## src/rtl/ss_display_ctrl.sv

```systemverilog
// Multiplexed seven-segment display controller with hex/decimal (double dabble) loading.
// Optional macro SS_LZ_BLANK_EN blanks leading zero digits.
module ss_display_ctrl #(
  parameter int unsigned DIGITS      = 8,
  parameter int unsigned DATA_W      = 32,
  parameter int unsigned REFRESH_DIV = 1000
) (
  input  logic              clk,
  input  logic              rst,
  input  logic [DATA_W-1:0] value,
  input  logic              value_valid,
  input  logic              mode,
  output logic              value_ready,
  output logic              busy,
  output logic              ovf,
  output logic [DIGITS-1:0] ss_sel,
  output logic [6:0]        no_encoded
);

  localparam int unsigned BcdW  = 4 * DIGITS;
  localparam int unsigned HexW  = (DATA_W < BcdW) ? DATA_W : BcdW;
  localparam int unsigned RefW  = $clog2(REFRESH_DIV);
  localparam int unsigned ScanW = (DIGITS > 1) ? $clog2(DIGITS) : 1;
  localparam int unsigned CntW  = $clog2(DATA_W);

  localparam logic [0:0] StIdle = 1'b0;
  localparam logic [0:0] StConv = 1'b1;

  localparam logic [6:0] SegDash = 7'b0111111;
  localparam logic [6:0] SegBlank = 7'b1111111;

  logic [0:0]        state_q, state_d;
  logic [DATA_W-1:0] sh_q, sh_d;
  logic [BcdW-1:0]   bcd_q, bcd_d;
  logic [CntW-1:0]   cnt_q, cnt_d;
  logic              conv_ovf_q, conv_ovf_d;
  logic [BcdW-1:0]   disp_q, disp_d;
  logic              ovf_q, ovf_d;
  logic [RefW-1:0]   ref_q, ref_d;
  logic [ScanW-1:0]  scan_q, scan_d;
  logic [DIGITS-1:0] ss_sel_q, ss_sel_d;
  logic [6:0]        seg_q, seg_d;

  logic [BcdW-1:0]   hex_ext;
  logic [BcdW-1:0]   bcd_adj;
  logic [BcdW-1:0]   bcd_shift;
  logic              bcd_carry;
  logic [3:0]        cur_digit;
  logic              lz_blank;

  function automatic logic [6:0] glyph(input logic [3:0] d);
    unique case (d)
      4'h0: glyph = 7'b1000000;
      4'h1: glyph = 7'b1111001;
      4'h2: glyph = 7'b0100100;
      4'h3: glyph = 7'b0110000;
      4'h4: glyph = 7'b0011001;
      4'h5: glyph = 7'b0010010;
      4'h6: glyph = 7'b0000010;
      4'h7: glyph = 7'b1111000;
      4'h8: glyph = 7'b0000000;
      4'h9: glyph = 7'b0010000;
      4'hA: glyph = 7'b0001000;
      4'hB: glyph = 7'b0000011;
      4'hC: glyph = 7'b1000110;
      4'hD: glyph = 7'b0100001;
      4'hE: glyph = 7'b0000110;
      default: glyph = 7'b0001110;
    endcase
  endfunction

  always_comb begin
    hex_ext = '0;
    hex_ext[HexW-1:0] = value[HexW-1:0];
  end

  // One double-dabble step: add 3 to any digit >= 5, then shift in the next binary bit.
  always_comb begin
    bcd_adj = bcd_q;
    for (int i = 0; i < int'(DIGITS); i++) begin
      if (bcd_q[4*i +: 4] >= 4'd5) bcd_adj[4*i +: 4] = bcd_q[4*i +: 4] + 4'd3;
    end
    bcd_carry = bcd_adj[BcdW-1];
    bcd_shift = {bcd_adj[BcdW-2:0], sh_q[DATA_W-1]};
  end

  always_comb begin
    state_d    = state_q;
    sh_d       = sh_q;
    bcd_d      = bcd_q;
    cnt_d      = cnt_q;
    conv_ovf_d = conv_ovf_q;
    disp_d     = disp_q;
    ovf_d      = ovf_q;
    ref_d      = ref_q + RefW'(1);
    scan_d     = scan_q;

    if (ref_q == RefW'(REFRESH_DIV - 1)) begin
      ref_d  = '0;
      scan_d = (scan_q == ScanW'(DIGITS - 1)) ? '0 : scan_q + ScanW'(1);
    end

    unique case (state_q)
      StIdle: begin
        if (value_valid) begin
          if (mode) begin
            state_d    = StConv;
            sh_d       = value;
            bcd_d      = '0;
            cnt_d      = '0;
            conv_ovf_d = 1'b0;
          end else begin
            disp_d = hex_ext;
            ovf_d  = 1'b0;
          end
        end
      end
      StConv: begin
        sh_d       = sh_q << 1;
        bcd_d      = bcd_shift;
        conv_ovf_d = conv_ovf_q | bcd_carry;
        cnt_d      = cnt_q + CntW'(1);
        if (cnt_q == CntW'(DATA_W - 1)) begin
          state_d = StIdle;
          disp_d  = bcd_shift;
          ovf_d   = conv_ovf_q | bcd_carry;
        end
      end
      default: state_d = StIdle;
    endcase
  end

  // Outputs are computed from next-state so select and glyph land on the same edge.
  always_comb begin
    cur_digit = disp_d[{scan_d, 2'b00} +: 4];
`ifdef SS_LZ_BLANK_EN
    lz_blank = (scan_d != '0) && ((disp_d >> {scan_d, 2'b00}) == '0);
`else
    lz_blank = 1'b0;
`endif
    if (ovf_d)         seg_d = SegDash;
    else if (lz_blank) seg_d = SegBlank;
    else               seg_d = glyph(cur_digit);
    ss_sel_d = ~(DIGITS'(1) << scan_d);
  end

  always_ff @(posedge clk) begin
    if (!rst) begin
      state_q    <= StIdle;
      sh_q       <= '0;
      bcd_q      <= '0;
      cnt_q      <= '0;
      conv_ovf_q <= 1'b0;
      disp_q     <= '0;
      ovf_q      <= 1'b0;
      ref_q      <= '0;
      scan_q     <= '0;
      ss_sel_q   <= ~DIGITS'(1);
      seg_q      <= 7'b1000000;
    end else begin
      state_q    <= state_d;
      sh_q       <= sh_d;
      bcd_q      <= bcd_d;
      cnt_q      <= cnt_d;
      conv_ovf_q <= conv_ovf_d;
      disp_q     <= disp_d;
      ovf_q      <= ovf_d;
      ref_q      <= ref_d;
      scan_q     <= scan_d;
      ss_sel_q   <= ss_sel_d;
      seg_q      <= seg_d;
    end
  end

  assign value_ready = (state_q == StIdle);
  assign busy        = (state_q == StConv);
  assign ovf         = ovf_q;
  assign ss_sel      = ss_sel_q;
  assign no_encoded  = seg_q;

endmodule

```

## config.mk

```make
export PLATFORM = sky130hd
export DESIGN_NAME = ss_display_ctrl
export DESIGN_NICKNAME = d
export VERILOG_FILES = /design/src/rtl/ss_display_ctrl.sv
export SDC_FILE = /design/constraint.sdc
export NUM_CORES = 1
export LEC_CHECK = 0
export ABC_AREA = 1
export BUFFER_PORTS_ARGS = -buffer_cell sky130_fd_sc_hd__buf_2
export CAP_MARGIN = 20
export CORE_ASPECT_RATIO = 2
export CORE_MARGIN = 5
export CORE_UTILIZATION = 45
export CTS_CLUSTER_DIAMETER = 120
export CTS_CLUSTER_SIZE = 8
export DETAILED_ROUTE_END_ITERATION = 12
export GPL_ROUTABILITY_DRIVEN = 0
export PLACE_DENSITY = 0.66
export SYNTH_ARGS = -nofsm -noshare
export SYNTH_HDL_FRONTEND = slang
export SYNTH_SLANG_ARGS = --single-unit
```

## constraint.sdc

```tcl
create_clock -name clk -period 4 [get_ports clk]
set_clock_uncertainty 0.15 [all_clocks]
set_input_delay 0.2 -clock clk [delete_from_list [all_inputs] [get_ports clk]]
set_output_delay 0.2 -clock clk [all_outputs]
set_load 0.1 [all_outputs]
```

==> impl_metrics.ini <==
[final_layout]
final_nets = 1174
multi_input_area_um2 = 3851
n_fill_cell = 1530
drive_above_1_share_pct = 12.48
regArea_um2 = 2646
syn_to_final_growth_pct = 19.96

[logic_synthesis]
syn_area_um2 = 7038
synth_cell_types = 40
yosys_warnings = 0
synth_most_common_cell = nand2_1
synth_compound_area_share_pct = 17.92
synth.area.top_cells = dfxtp_1 (38%), nand2_1 (18%), a21oi_1 (7.3%)
synth_top_area_share_pct = 37.55
ys_seq_area_share_pct = 37.55
syn_avg_cell_area_um2 = 6.767
post-synth-top-area-cell = dfxtp_1
synth_fa_ha_area_share_pct = 4.978
synth_top_family_by_area = simple AND/OR/NAND/NOR gates
ys.flop_type = dfxtp_1
synth_nets = 1104
synth-async-reset-ratio_pct = 0
synth_common_cells = nand2_1 (343), dfxtp_1 (132), a21oi_1 (103)
synth-simple-area-share_pct = 29.81
synth_xor_area_share_pct = 1.867
synth_seq_cells = 132
synth_mux_area_share_pct = 0
syn_inst = 1040
synth_enable_flop_cells = 0

[global_routing]
overflow = 0
grt_usage_pct = 22.49
grt_pass1_wl_um = 33520
grt_pass1_vias = 6802
grt_max_degree = 59
antenna_found_initial = 1

[timing]
fin_crit_sh_pct = 85.56
setup_viol = 0
fmax_ghz = 0.2922
hold_viol_final = 0
setup_slack_ns = 0.5777
slew_viol_final = 0
rsz0062_at_grt = false
timing.final.crit_period_ns = 3.422
tns_ns = 0
tightest_slew_ns = 0.8705
relSlewSlack_pct = 41.97

[floorplan]
dieWidth_um = 98.43
row_count = 64
io_pins = 54
core-area_um2 = 15370
initial_core_util_pct = 45.78
die_area_um2 = 18390
die_y_um = 186.9

[worst_setup_path]
cp-start-kind = flip-flop
critPathArrivalTime_ns = 3.54
crit_required_ns = 4.12
cp_max_fo = 15
crit_path_end_kind = flip-flop
worst-setup-path-type = reg -> reg
rr_worst_depth = 21

[clocking]
cts_buffer_depth = 2
clockRootBuffer = clkbuf_16
holdBufCountCts = 33
cts_tree = built
cts_sinks = 132
cts_resized = 0
cts_inserted_buffers = 17
cts.clk_slew.worst_paths_ns = 0.06
h-tree-depth = 4
insertion_delay_ns = 0.42
cts_setup_buffers = 0

[power]
comb_power_share_pct = 13.4
p_sw_mw = 0.9319
sw_frac_of_total_pct = 26.09
power.leakage_nw = 3.705
power_density_nw_per_um2 = 423.1
clkPwrFrac_pct = 47.3
pwr-share-seq_pct = 39.3
peakVddDrop_mv = 0.3203
p_int_mw = 2.640

[hold_path]
hold_path_depth = 4
hold_class = in -> reg

[job]
maxCapViolations = 0

[detailed_routing]
totalWireLength_um = 20240
drc = 0
wl_per_cell_um = 15.32
vias_per_cell = 5.251
drt-initial-drc-count = 480
antenna_left = 0
via_count = 6937
dr.pass1.iters = 5

[outcome]
status = finished, final reports clean

[placement]
io_buffers = 53
post-dp-hpwl_um = 14330
place_ws_ns = 0.6625
[metrics by stage]
stage | std cells | hold WS (ns) | util [%] | cell area, µm² | power, mW
floorplan | 1040 | 0.1187 | - | 7038 | 1.762
global placement | 1256 | 0.2774 | 48.56 | 7466 | 1.877
detailed placement | 1256 | 0.2921 | 48.56 | 7466 | 1.881
CTS | 1320 | 0.02808 | 54.90 | 8441 | 3.598
global route | 1321 | 0.06806 | 54.92 | 8443 | 3.726
finish | 1321 | 0.03090 | 54.92 | 8443 | 3.572
[flip-flops by register name, summed over array words and instances, names as in the netlist]
name        count
busy            1
bcd_q          32
sh_q           32
ovf             1
disp_q         32
ss_sel          8
ref_q          10
cnt_q           5
conv_ovf_q      1
no_encoded      7
scan_q          3
[final timing paths]
| path | start | end | slack, ns |
|---|---|---|---|
| min | value_valid | conv_ovf_q$_SDFFE_PN0P_ | 0.03 |
| max | cnt_q[1]$_SDFFE_PN0P_ | no_encoded[1]$_SDFF_PN0_ | 0.58 |
| min reg2reg | ref_q[0]$_SDFF_PP0_ | ref_q[0]$_SDFF_PP0_ | 0.30 |
| max reg2reg | cnt_q[1]$_SDFFE_PN0P_ | no_encoded[1]$_SDFF_PN0_ | 0.58 |
[critical path, stage by stage (launching register included)]
cell and delay (ns):
dfxtp_1 0.37, ha_1 0.17, nand2_1 0.08, nor2_1 0.11, ha_1 0.19, buf_4 0.22
nor2_1 0.08, inv_2 0.17, buf_4 0.24, nand2_1 0.08, nand2_1 0.08, nand2_1 0.05
nand2_1 0.06, nand2_1 0.05, nor2_1 0.17, inv_1 0.06, o21ai_1 0.27, ha_1 0.33
nand3_1 0.11, nor2_1 0.05, nor2_1 0.11, a21oi_2 0.06
[cells by family (layout without fill, tap and decap cells)]
group | after synthesis | count (layout)
buf+inv | 142 | 224
other cells | 0 | 1
fa+ha+maj | 28 | 28
xor+xnor | 15 | 15
compound gates | 226 | 226
flops | 132 | 132
simple gates | 497 | 497
[per-layer routing]
metal	track usage, %	wire [µm]	part of all wire [%]	vias to the layer above
li1	-	-	-	3524
met1	24.14	7676	38	3164
met2	40.38	10660	53	179
met3	3.471	690	3.4	70
met4	13.83	1209	6.0	0
met5	0	0	0	-
[cells in the final DEF, fill, tap and decap left out, types with 9 or more instances in the layout]
master         count
nand4_1            9
o21ai_0           48
ha_1              28
dfxtp_1          131
nor2_1            66
o21ai_1           14
nand2_1          343
nand3_1           44
clkbuf_16         17
a31oi_1           37
buf_4              9
buf_2             53
dlygate4sd3_1     33
inv_1             86
a21oi_1          103
xor2_1            15
[power by group through the flow]
stage / Sequential [mW] / Clock (mW) / Combinational [mW]
after global placement: 1.43 / 0 / 0.447
after CTS: 1.40 / 1.72 / 0.477
after floorplan: 1.49 / 0 / 0.274
final: 1.40 / 1.69 / 0.478
after detailed placement: 1.43 / 0 / 0.450
after global routing: 1.41 / 1.79 / 0.530
[area by class of cell]
type / instances / area share (%)
sequential: 132 / 31.34
inverter: 97 / 4.357
multi-input combinational: 766 / 45.61
timing repair buffer: 96 / 8.091
clock buffer: 23 / 5.898
antenna: 1 / 0.02964
tap: 198 / 2.934
clock inverter: 8 / 1.734
(Power assumes the default switching activity.)
